### config.mk
export PLATFORM = sky130hd
export DESIGN_NAME = parking_gate_ctrl
export DESIGN_NICKNAME = d
export VERILOG_FILES = /design/src/rtl/parking_pkg.sv /design/src/rtl/parking_gate_fsm.sv /design/src/rtl/parking_gate_ctrl.sv
export SDC_FILE = /design/constraint.sdc
export NUM_CORES = 1
export LEC_CHECK = 0
export CELL_PAD_IN_SITES_DETAIL_PLACEMENT = 2
export CELL_PAD_IN_SITES_GLOBAL_PLACEMENT = 2
export CORE_UTILIZATION = 40
export DETAILED_ROUTE_END_ITERATION = 6
export GPL_ROUTABILITY_DRIVEN = 0
export PLACE_DENSITY = 0.95
export SETUP_SLACK_MARGIN = 0.1
export SLEW_MARGIN = 25
export SYNTH_ARGS = -nofsm -noshare
export SYNTH_HDL_FRONTEND = slang
export SYNTH_SLANG_ARGS = --single-unit
### constraint.sdc
create_clock -name clk -period 2.8 [get_ports clk]
set_input_delay 0.84 -clock clk [delete_from_list [all_inputs] [get_ports clk]]
set_output_delay 0.84 -clock clk [all_outputs]
set_load 0.02 [all_outputs]
### src/rtl/parking_pkg.sv
// Shared types and constants for the parking gate controller.
package parking_pkg;

    typedef enum logic [1:0] {
        IDLE,
        OPEN,
        CLOSING
    } gate_state_t;

    localparam int HOLD_W = 4;

    localparam logic CLASS_UNI = 1'b1;
    localparam logic CLASS_PUB = 1'b0;

endpackage

### src/rtl/parking_gate_fsm.sv
// One barrier: request edge detect, IDLE/OPEN/CLOSING FSM,
// saturating open timeout and close hold counters.
module parking_gate_fsm
    import parking_pkg::*;
#(
    parameter int OPEN_TIMEOUT = 100,
    parameter int CLOSE_HOLD   = 4
) (
    input  logic clk,
    input  logic rst,
    input  logic req,
    input  logic is_uni,
    input  logic pass,
    input  logic check_en,
    input  logic vacant,
    output logic barrier_up,
    output logic denied,
    output logic event_valid,
    output logic event_uni
);

    localparam int TO_W = $clog2(OPEN_TIMEOUT);
    localparam logic [TO_W-1:0] TO_LAST = TO_W'(OPEN_TIMEOUT - 1);
    localparam logic [TO_W-1:0] TO_MAX = {TO_W{1'b1}};
    localparam logic [HOLD_W-1:0] HOLD_LAST = HOLD_W'(CLOSE_HOLD - 1);

    gate_state_t state, state_n;
    logic req_q;
    logic rise;
    logic cls, cls_n;
    logic denied_n;
    logic [TO_W-1:0] to_cnt, to_cnt_n;
    logic [HOLD_W-1:0] hold_cnt, hold_cnt_n;

    assign rise = req & ~req_q;
    assign barrier_up = (state == OPEN);
    assign event_uni = cls;

    always_comb begin
        state_n = state;
        cls_n = cls;
        to_cnt_n = to_cnt;
        hold_cnt_n = hold_cnt;
        denied_n = 1'b0;
        event_valid = 1'b0;
        unique case (state)
            IDLE: begin
                if (rise) begin
                    cls_n = is_uni;
                    to_cnt_n = '0;
                    if (check_en && !vacant) begin
                        denied_n = 1'b1;
                    end else begin
                        state_n = OPEN;
                    end
                end
            end
            OPEN: begin
                // A pass on the timeout cycle still counts as a car.
                if (pass) begin
                    event_valid = 1'b1;
                    state_n = CLOSING;
                    hold_cnt_n = '0;
                end else if (to_cnt == TO_LAST) begin
                    state_n = CLOSING;
                    hold_cnt_n = '0;
                end else if (to_cnt != TO_MAX) begin
                    to_cnt_n = to_cnt + 1'b1;
                end
            end
            CLOSING: begin
                if (hold_cnt == HOLD_LAST) begin
                    state_n = IDLE;
                end else begin
                    hold_cnt_n = hold_cnt + 1'b1;
                end
            end
            default: state_n = IDLE;
        endcase
    end

    // req_q resets high so a request held through reset is not an edge.
    always_ff @(posedge clk or posedge rst) begin
        if (rst) begin
            state <= IDLE;
            req_q <= 1'b1;
            cls <= CLASS_PUB;
            to_cnt <= '0;
            hold_cnt <= '0;
            denied <= 1'b0;
        end else begin
            state <= state_n;
            req_q <= req;
            cls <= cls_n;
            to_cnt <= to_cnt_n;
            hold_cnt <= hold_cnt_n;
            denied <= denied_n;
        end
    end

endmodule

### src/rtl/parking_gate_ctrl.sv
// Entry/exit barrier controller feeding the occupancy counter.
// Optional PARKING_GATE_DENY_CNT_EN adds a saturating deny_count.
module parking_gate_ctrl
    import parking_pkg::*;
#(
    parameter int OPEN_TIMEOUT = 100,
    parameter int CLOSE_HOLD   = 4
) (
    input  logic       clk,
    input  logic       rst,
    input  logic       entry_req,
    input  logic       entry_is_uni,
    input  logic       entry_pass,
    input  logic       exit_req,
    input  logic       exit_is_uni,
    input  logic       exit_pass,
    input  logic       uni_is_vacated_space,
    input  logic       is_vacated_space,
    output logic       car_entered,
    output logic       is_uni_car_entered,
    output logic       car_exited,
    output logic       is_uni_car_exited,
    output logic       entry_barrier_up,
    output logic       exit_barrier_up,
    output logic       entry_denied
`ifdef PARKING_GATE_DENY_CNT_EN
    ,
    output logic [9:0] deny_count
`endif
);

    logic ent_vacant;
    logic ent_ev, ent_uni;
    logic ex_ev, ex_uni;
    logic ex_denied_unused;
    logic pend_v, pend_uni;

    assign ent_vacant = (entry_is_uni == CLASS_UNI) ? uni_is_vacated_space
                                                    : is_vacated_space;

    parking_gate_fsm #(
        .OPEN_TIMEOUT(OPEN_TIMEOUT),
        .CLOSE_HOLD  (CLOSE_HOLD)
    ) u_entry (
        .clk        (clk),
        .rst        (rst),
        .req        (entry_req),
        .is_uni     (entry_is_uni),
        .pass       (entry_pass),
        .check_en   (1'b1),
        .vacant     (ent_vacant),
        .barrier_up (entry_barrier_up),
        .denied     (entry_denied),
        .event_valid(ent_ev),
        .event_uni  (ent_uni)
    );

    parking_gate_fsm #(
        .OPEN_TIMEOUT(OPEN_TIMEOUT),
        .CLOSE_HOLD  (CLOSE_HOLD)
    ) u_exit (
        .clk        (clk),
        .rst        (rst),
        .req        (exit_req),
        .is_uni     (exit_is_uni),
        .pass       (exit_pass),
        .check_en   (1'b0),
        .vacant     (1'b1),
        .barrier_up (exit_barrier_up),
        .denied     (ex_denied_unused),
        .event_valid(ex_ev),
        .event_uni  (ex_uni)
    );

    // Entry wins the counter's single event slot; exit waits one cycle.
    always_ff @(posedge clk or posedge rst) begin
        if (rst) begin
            car_entered <= 1'b0;
            is_uni_car_entered <= CLASS_PUB;
            car_exited <= 1'b0;
            is_uni_car_exited <= CLASS_PUB;
            pend_v <= 1'b0;
            pend_uni <= CLASS_PUB;
        end else begin
            car_entered <= ent_ev;
            is_uni_car_entered <= ent_ev ? ent_uni : CLASS_PUB;
            if (ent_ev) begin
                car_exited <= 1'b0;
                is_uni_car_exited <= CLASS_PUB;
                if (ex_ev) begin
                    pend_v <= 1'b1;
                    pend_uni <= ex_uni;
                end
            end else if (pend_v) begin
                car_exited <= 1'b1;
                is_uni_car_exited <= pend_uni;
                pend_v <= ex_ev;
                pend_uni <= ex_uni;
            end else begin
                car_exited <= ex_ev;
                is_uni_car_exited <= ex_ev ? ex_uni : CLASS_PUB;
            end
        end
    end

`ifdef PARKING_GATE_DENY_CNT_EN
    always_ff @(posedge clk or posedge rst) begin
        if (rst) begin
            deny_count <= '0;
        end else if (entry_denied && deny_count != 10'h3FF) begin
            deny_count <= deny_count + 10'd1;
        end
    end
`endif

endmodule
==> results of run 1 <==
layout make-up:
| type | count | area [µm²] |
|---|---|---|
| clock buffers | 7 | 86.3 |
| clock inverters | 1 | 30.0 |
| fillers | 467 | 2220 |
| inverters | 8 | 35.0 |
| multi-input cells | 134 | 911 |
| flip-flops and latches | 37 | 928 |
| well taps | 52 | 65.1 |
| repair buffers | 17 | 170 |
metrics by stage:
step / power [W] / hold slack [ps]
finish: 0.00177 / 489
global route: 0.00186 / 533
global placement: 0.00120 / 455
detailed placement: 0.00128 / 487
floorplan: 0.00109 / 434
CTS: 0.00178 / 496
critical path, cell delays in order (launching register included):
cell,delay (ps)
dfrtp_1,410
nand2b_4,200
inv_6,120
clkdlybuf4s50_1,610
layout by cell type (no fill, tap or decap), types with 2 or more instances in the layout:
| master | Yosys | layout |
|---|---|---|
| a21oi_1 | 4 | 4 |
| inv_1 | 6 | 6 |
| o21ai_0 | 7 | 7 |
| mux2_1 | 2 | 2 |
| clkdlybuf4s50_1 | 0 | 15 |
| o22ai_1 | 2 | 2 |
| or4_1 | 2 | 2 |
| nand2_1 | 18 | 18 |
| xor2_1 | 3 | 3 |
| nand3_1 | 13 | 13 |
| nand4_1 | 6 | 6 |
| dfstp_2 | 2 | 2 |
| or3_1 | 2 | 2 |
| nor2b_1 | 3 | 3 |
| mux2i_1 | 9 | 9 |
| o211ai_1 | 4 | 4 |
| ha_1 | 6 | 6 |
| nor3_1 | 3 | 3 |
| a31oi_1 | 4 | 4 |
| o21ai_1 | 2 | 2 |
| a21o_1 | 2 | 2 |
| dfrtp_1 | 35 | 35 |
| nand2b_1 | 4 | 4 |
| nor2_1 | 13 | 13 |
| clkbuf_8 | 0 | 6 |
Yosys cell counts, drive strengths merged (2+ instances only):
| library cell | n |
|---|---|
| nor4b | 3 |
| a31oi | 4 |
| and3 | 2 |
| o21ai | 9 |
| nor2b | 3 |
| and2 | 2 |
| o211ai | 4 |
| o22ai | 2 |
| inv | 8 |
| nor2 | 13 |
| dfrtp | 35 |
| mux2 | 3 |
| ha | 6 |
| nor3b | 2 |
| nand3 | 13 |
| nor3 | 3 |
| xor2 | 3 |
| or4 | 2 |
| or3 | 3 |
| a21o | 2 |
| nand2 | 18 |
| dfstp | 2 |
| o2bb2ai | 2 |
| a21oi | 4 |
| mux2i | 9 |
| nand4 | 6 |
| nand2b | 6 |
| buf | 2 |
flip-flops by register name (all words and copies together), names as in the netlist, 2 cells and up:
| name | flops |
|---|---|
| u_entry.hold_cnt | 4 |
| u_entry.state | 2 |
| u_entry.to_cnt | 7 |
| u_exit.hold_cnt | 4 |
| u_exit.state | 2 |
| u_exit.to_cnt | 7 |
metal layers:
metal / up-vias / routed length [µm] / part of all wire, %
met3: 12 / 122 / 2.1
met5: - / 0 / 0
li1: 700 / - / -
met1: 809 / 2400 / 41
met2: 32 / 3170 / 54
met4: 0 / 137 / 2.4
logic make-up (layout without fill, tap and decap cells):
logic type	count (synthesis)	after routing	share of synthesized area, %
AND/OR/NAND/NOR	80	80	24.4
flip-flops	37	37	49.0
AO/OA/AOI/OAI	32	32	11.2
multiplexers	12	12	6.54
buffers and inverters	11	33	2.91
adder cells (fa/ha/maj)	7	7	4.49
XOR/XNOR	3	3	1.39
final timing paths:
path                                        from          endpoint  slack (ps)
max in group asynchronous                    rst     u_entry.req_q        1440
min in group asynchronous                    rst   u_exit.state[0]         990
worst min-delay path            u_entry.state[1]  u_entry.state[0]         490
worst max-delay path            u_entry.state[1]  entry_barrier_up         340
worst max register to register  u_exit.to_cnt[0]  u_exit.to_cnt[2]        1000
worst min register to register  u_entry.state[1]  u_entry.state[0]         490
power groups by stage:
stage / clock (W) / sequential (W) / combinational, W
after floorplan: 0 / 0.000766 / 0.000325
after CTS: 0.000497 / 0.000807 / 0.000481
final: 0.000491 / 0.000809 / 0.000473
after global placement: 0 / 0.000788 / 0.000413
after detailed placement: 0 / 0.000811 / 0.000467
after global routing: 0.000520 / 0.000822 / 0.000519
==> results.json, run 1 <==
{
  "netlist-cell-type-count": 53,
  "clock_skew_ps": 14.0,
  "setup_violations": 0,
  "start_util_pct": 42.6,
  "cts_root_buf": "clkbuf_8",
  "cts_buffer_depth": 2,
  "yosysTopAreaCellShare_pct": 46.2,
  "synth_warnings": 0,
  "cts.repair.resized": 0,
  "cp_max_fo": 8,
  "start_kind": "flop",
  "syn-num-nets": 198,
  "coreArea_um2": 4440,
  "antennaDiodeCount": 0,
  "grt_antenna_before_repair": 0,
  "grt_use_met1_pct": 28.9,
  "drive_above_1_share_pct": 11.3,
  "yosysTopAreaCell": "dfrtp_1",
  "synth_flop_cell": "dfrtp_1",
  "grt_pass1_wl_um": 9740,
  "cts_tree": "yes",
  "yosysSeqAreaShare_pct": 49.0,
  "die_h_um": 70.8,
  "period_needed_ps": 2460,
  "rows": 24,
  "wl_per_cell_um": 22.8,
  "slew_violations": 0,
  "vias": 1553,
  "ant_nets": 0,
  "switching_share_pct": 35.2,
  "hold_path_depth": 1,
  "clkTransAtPathRegs_ps": 70,
  "maxCapViolCount": 0,
  "grt.total_usage_pct": 25.5,
  "area_growth_pct": 17.5,
  "setup_slack_ps": 344,
  "synth_seq_cells": 37,
  "async_reset_ff_share_pct": 100,
  "comb_power_share_pct": 26.7,
  "grt_max_degree": 38,
  "ir_drop_mv": 0.401,
  "die_x_um": 70.8,
  "tns_ps": 0,
  "relSlewSlack_pct": 61.8,
  "cts_buffers": 5,
  "clock_power_share_pct": 27.7,
  "grt_util_met2_pct": 47.5,
  "drc_errors": 0,
  "status": "finished, final reports clean",
  "first_iter_violations": 43,
  "fin_area_um2": 2230,
  "cts_setup_buffers": 0,
  "htree_levels": 2,
  "grt_pass1_vias": 1831,
  "avgSynthCellArea_um2": 10.4,
  "p_int_w": 0.00115,
  "powerDensity_nw_per_um2": 796,
  "place_area_um2": 2110,
  "crit_type": "flop to output pin",
  "instances_no_fill": 256,
  "fin_nets": 219,
  "post-route-util_pct": 50.1,
  "rsz0062_at_grt": "no",
  "power_switching_w": 0.000624,
  "cellLeakagePower_nw": 0.998,
  "critPathCaptureType": "output pin",
  "max_freq_mhz": 407,
  "syn_inst": 182,
  "ioPinCount": 17,
  "worst_pin_slew_ps": 566,
  "synth_edf_count": 0,
  "hold_viol": 0,
  "period_share_pct": 87.7,
  "via_per_inst": 6.07,
  "dp.cells": 248,
  "required_ps": 1960,
  "synth_area_um2": 1890,
  "routed_wl_um": 5830,
  "clock-sinks": 37,
  "worst-r2r-cell-count": 5,
  "grt-busiest-layer": "met2",
  "seqPwrFrac_pct": 45.6,
  "place_ws_ps": 375,
  "numPortBuffers": 16,
  "grt_util_met3_pct": 3.99,
  "clk_latency_ps": 290,
  "holdCritPathClass": "flop to flop",
  "dieArea_um2": 5010,
  "arrival_ps": 1620,
  "gr-total-overflow": 0,
  "dpl.hpwl_um": 3990,
  "yosys-top-cells-area": "dfrtp_1 46%, mux2i_1 4.8%, ha_1 4.0%",
  "holdBufCountCts": 0,
  "dr.pass1.iters": 4
}
Note: power is estimated with default switching activity, not from simulation.
==> run 2: changes to the inputs <==
- MAX_ROUTING_LAYER: not set -> met4
==> run 2 against run 1 <==
Against the previous run: clock-buffer cell count did not move; sequential share of layout area unchanged; hold slack about the same; global-route usage increased by 0.89 points; worst setup slack got worse by 1.5 ps; critical path type unchanged.
==> results.json, run 2 (synthesis results as in run 1) <==
{
  "clock_power_share_pct": 27.7,
  "max_freq_mhz": 407,
  "start_kind": "flop",
  "holdBufCountCts": 0,
  "mostFrequentLayoutCell": "dfrtp_1",
  "top_regs": "u_entry.to_cnt x7, u_exit.to_cnt x7",
  "ir_drop_mv": 0.403,
  "clock-sinks": 37,
  "drive_above_1_share_pct": 11.3,
  "gr-total-overflow": 0,
  "powerDensity_nw_per_um2": 796,
  "drc_errors": 0,
  "clkTransAtPathRegs_ps": 70,
  "status": "finished, final reports clean",
  "holdCritPathClass": "flop to flop",
  "cts_buffer_depth": 2,
  "cts_tree": "yes",
  "setup_slack_ps": 343,
  "setup_violations": 0,
  "hold_viol": 0,
  "coreArea_um2": 4440,
  "cts_buffers": 5,
  "cellLeakagePower_nw": 0.998,
  "worst_pin_slew_ps": 570,
  "tns_ps": 0,
  "required_ps": 1960,
  "htree_levels": 2,
  "clk_latency_ps": 290,
  "maxCapViolCount": 0,
  "relSlewSlack_pct": 61.6,
  "dr.pass1.iters": 4,
  "die_h_um": 70.8,
  "grt_pass1_vias": 1828,
  "via_per_inst": 6.07,
  "dr_wl_met3_um": 122,
  "clock_skew_ps": 14.0,
  "antennaDiodeCount": 0,
  "area_growth_pct": 17.5,
  "maxUsedRoutingLayer": "met4",
  "ant_nets": 0,
  "vias": 1553,
  "seqPwrFrac_pct": 45.6,
  "crit_chain": "nand2b_4 -> inv_6 -> clkdlybuf4s50_1",
  "cts_setup_buffers": 0,
  "arrival_ps": 1620,
  "place_ws_ps": 375,
  "wl_per_cell_um": 22.8,
  "multi_input_area_um2": 911,
  "dieArea_um2": 5010,
  "grt_max_degree": 38,
  "cts_root_buf": "clkbuf_8",
  "seq_area_um2": 928,
  "comb_power_share_pct": 26.6,
  "critPathCaptureType": "output pin",
  "n_fill_cell": 467,
  "rows": 24,
  "switching_share_pct": 35.2,
  "dpl.hpwl_um": 3990,
  "r2r_slack_ps": 990,
  "slowest_stage": "clkdlybuf4s50_1",
  "first_iter_violations": 41,
  "max_stage_delay_ps": 610,
  "dr_wl_met2_um": 3170,
  "grt.total_usage_pct": 26.4,
  "rsz0062_at_grt": "no",
  "numPortBuffers": 16,
  "period_share_pct": 87.8,
  "period_needed_ps": 2460,
  "cp_max_fo": 8,
  "grt_pass1_wl_um": 9740,
  "fin_nets": 219,
  "crit_type": "flop to output pin",
  "drt-met1-wl_um": 2400,
  "routed_wl_um": 5830,
  "grt_antenna_before_repair": 0,
  "power_switching_w": 0.000623,
  "p_int_w": 0.00115,
  "start_util_pct": 42.6,
  "die_x_um": 70.8,
  "ioPinCount": 17,
  "mostFrequentLayoutCells": "35 x dfrtp_1, 18 x nand2_1, 15 x clkdlybuf4s50_1, 13 x nand3_1, 13 x nor2_1",
  "slew_violations": 0
}
## run 2: cell counts in the layout (fill, tap and decap cells not counted)
Identical to the previous run, type by type.
## run 2: critical path: cells and delay by family (launching register included)
| family | cells | cell delay, ps |
|---|---|---|
| flops | 1 | 410 |
| buf+inv | 2 | 730 |
| simple gates | 1 | 200 |
## run 2: final timing paths
kind / startpoint / end / cells after the start
max in group asynchronous: rst / u_entry.req_q / 3
setup / recovery: u_entry.state[1] / entry_barrier_up / 3
min in group asynchronous: rst / u_exit.state[0] / 3
hold / removal: u_entry.state[1] / u_entry.state[0] / 1
hold reg to reg: u_entry.state[1] / u_entry.state[0] / 1
setup reg to reg: u_exit.to_cnt[0] / u_exit.to_cnt[2] / 5
## run 2: per-stage QoR
step	cell area [µm²]	std cells	util, %	power, W	hold slack, ps
after detailed placement	2110	248	47.4	0.00128	487
final	2230	256	50.1	0.00177	489
after global routing	2230	256	50.1	0.00186	533
after floorplan	1890	182	-	0.00109	434
after CTS	2220	256	50.0	0.00178	496
after global placement	2110	248	47.4	0.00120	455
## run 2: routing by layer
| metal | global-route usage [%] | vias to the layer above |
|---|---|---|
| met2 | 47.5 | 32 |
| met5 | - | - |
| met3 | 4.42 | 12 |
| met1 | 28.9 | 809 |
| met4 | 10.4 | 0 |
| li1 | - | 700 |
## run 2: cell type report
type | instances | share of cell area (%)
Clock inverter | 1 | 1.35
Timing Repair Buffer | 17 | 7.64
Clock buffer | 7 | 3.88
Tap cell | 52 | 2.92
Multi-Input combinational cell | 134 | 40.9
Sequential cell | 37 | 41.7
Inverter | 8 | 1.57
## run 2: power by group through the flow
stage | registers [W] | clock network (W) | logic [W]
2_1_floorplan | 0.000766 | 0 | 0.000325
3_3_place_gp | 0.000788 | 0 | 0.000413
3_5_place_dp | 0.000811 | 0 | 0.000467
4_1_cts | 0.000807 | 0.000497 | 0.000481
5_1_grt | 0.000822 | 0.000521 | 0.000519
6_report | 0.000809 | 0.000491 | 0.000472
## run 2: repair_timing
item,CTS,global route
endpoints found under the setup margin,0,1
endpoints found under the hold margin,0,0
gates resized for setup,0,1
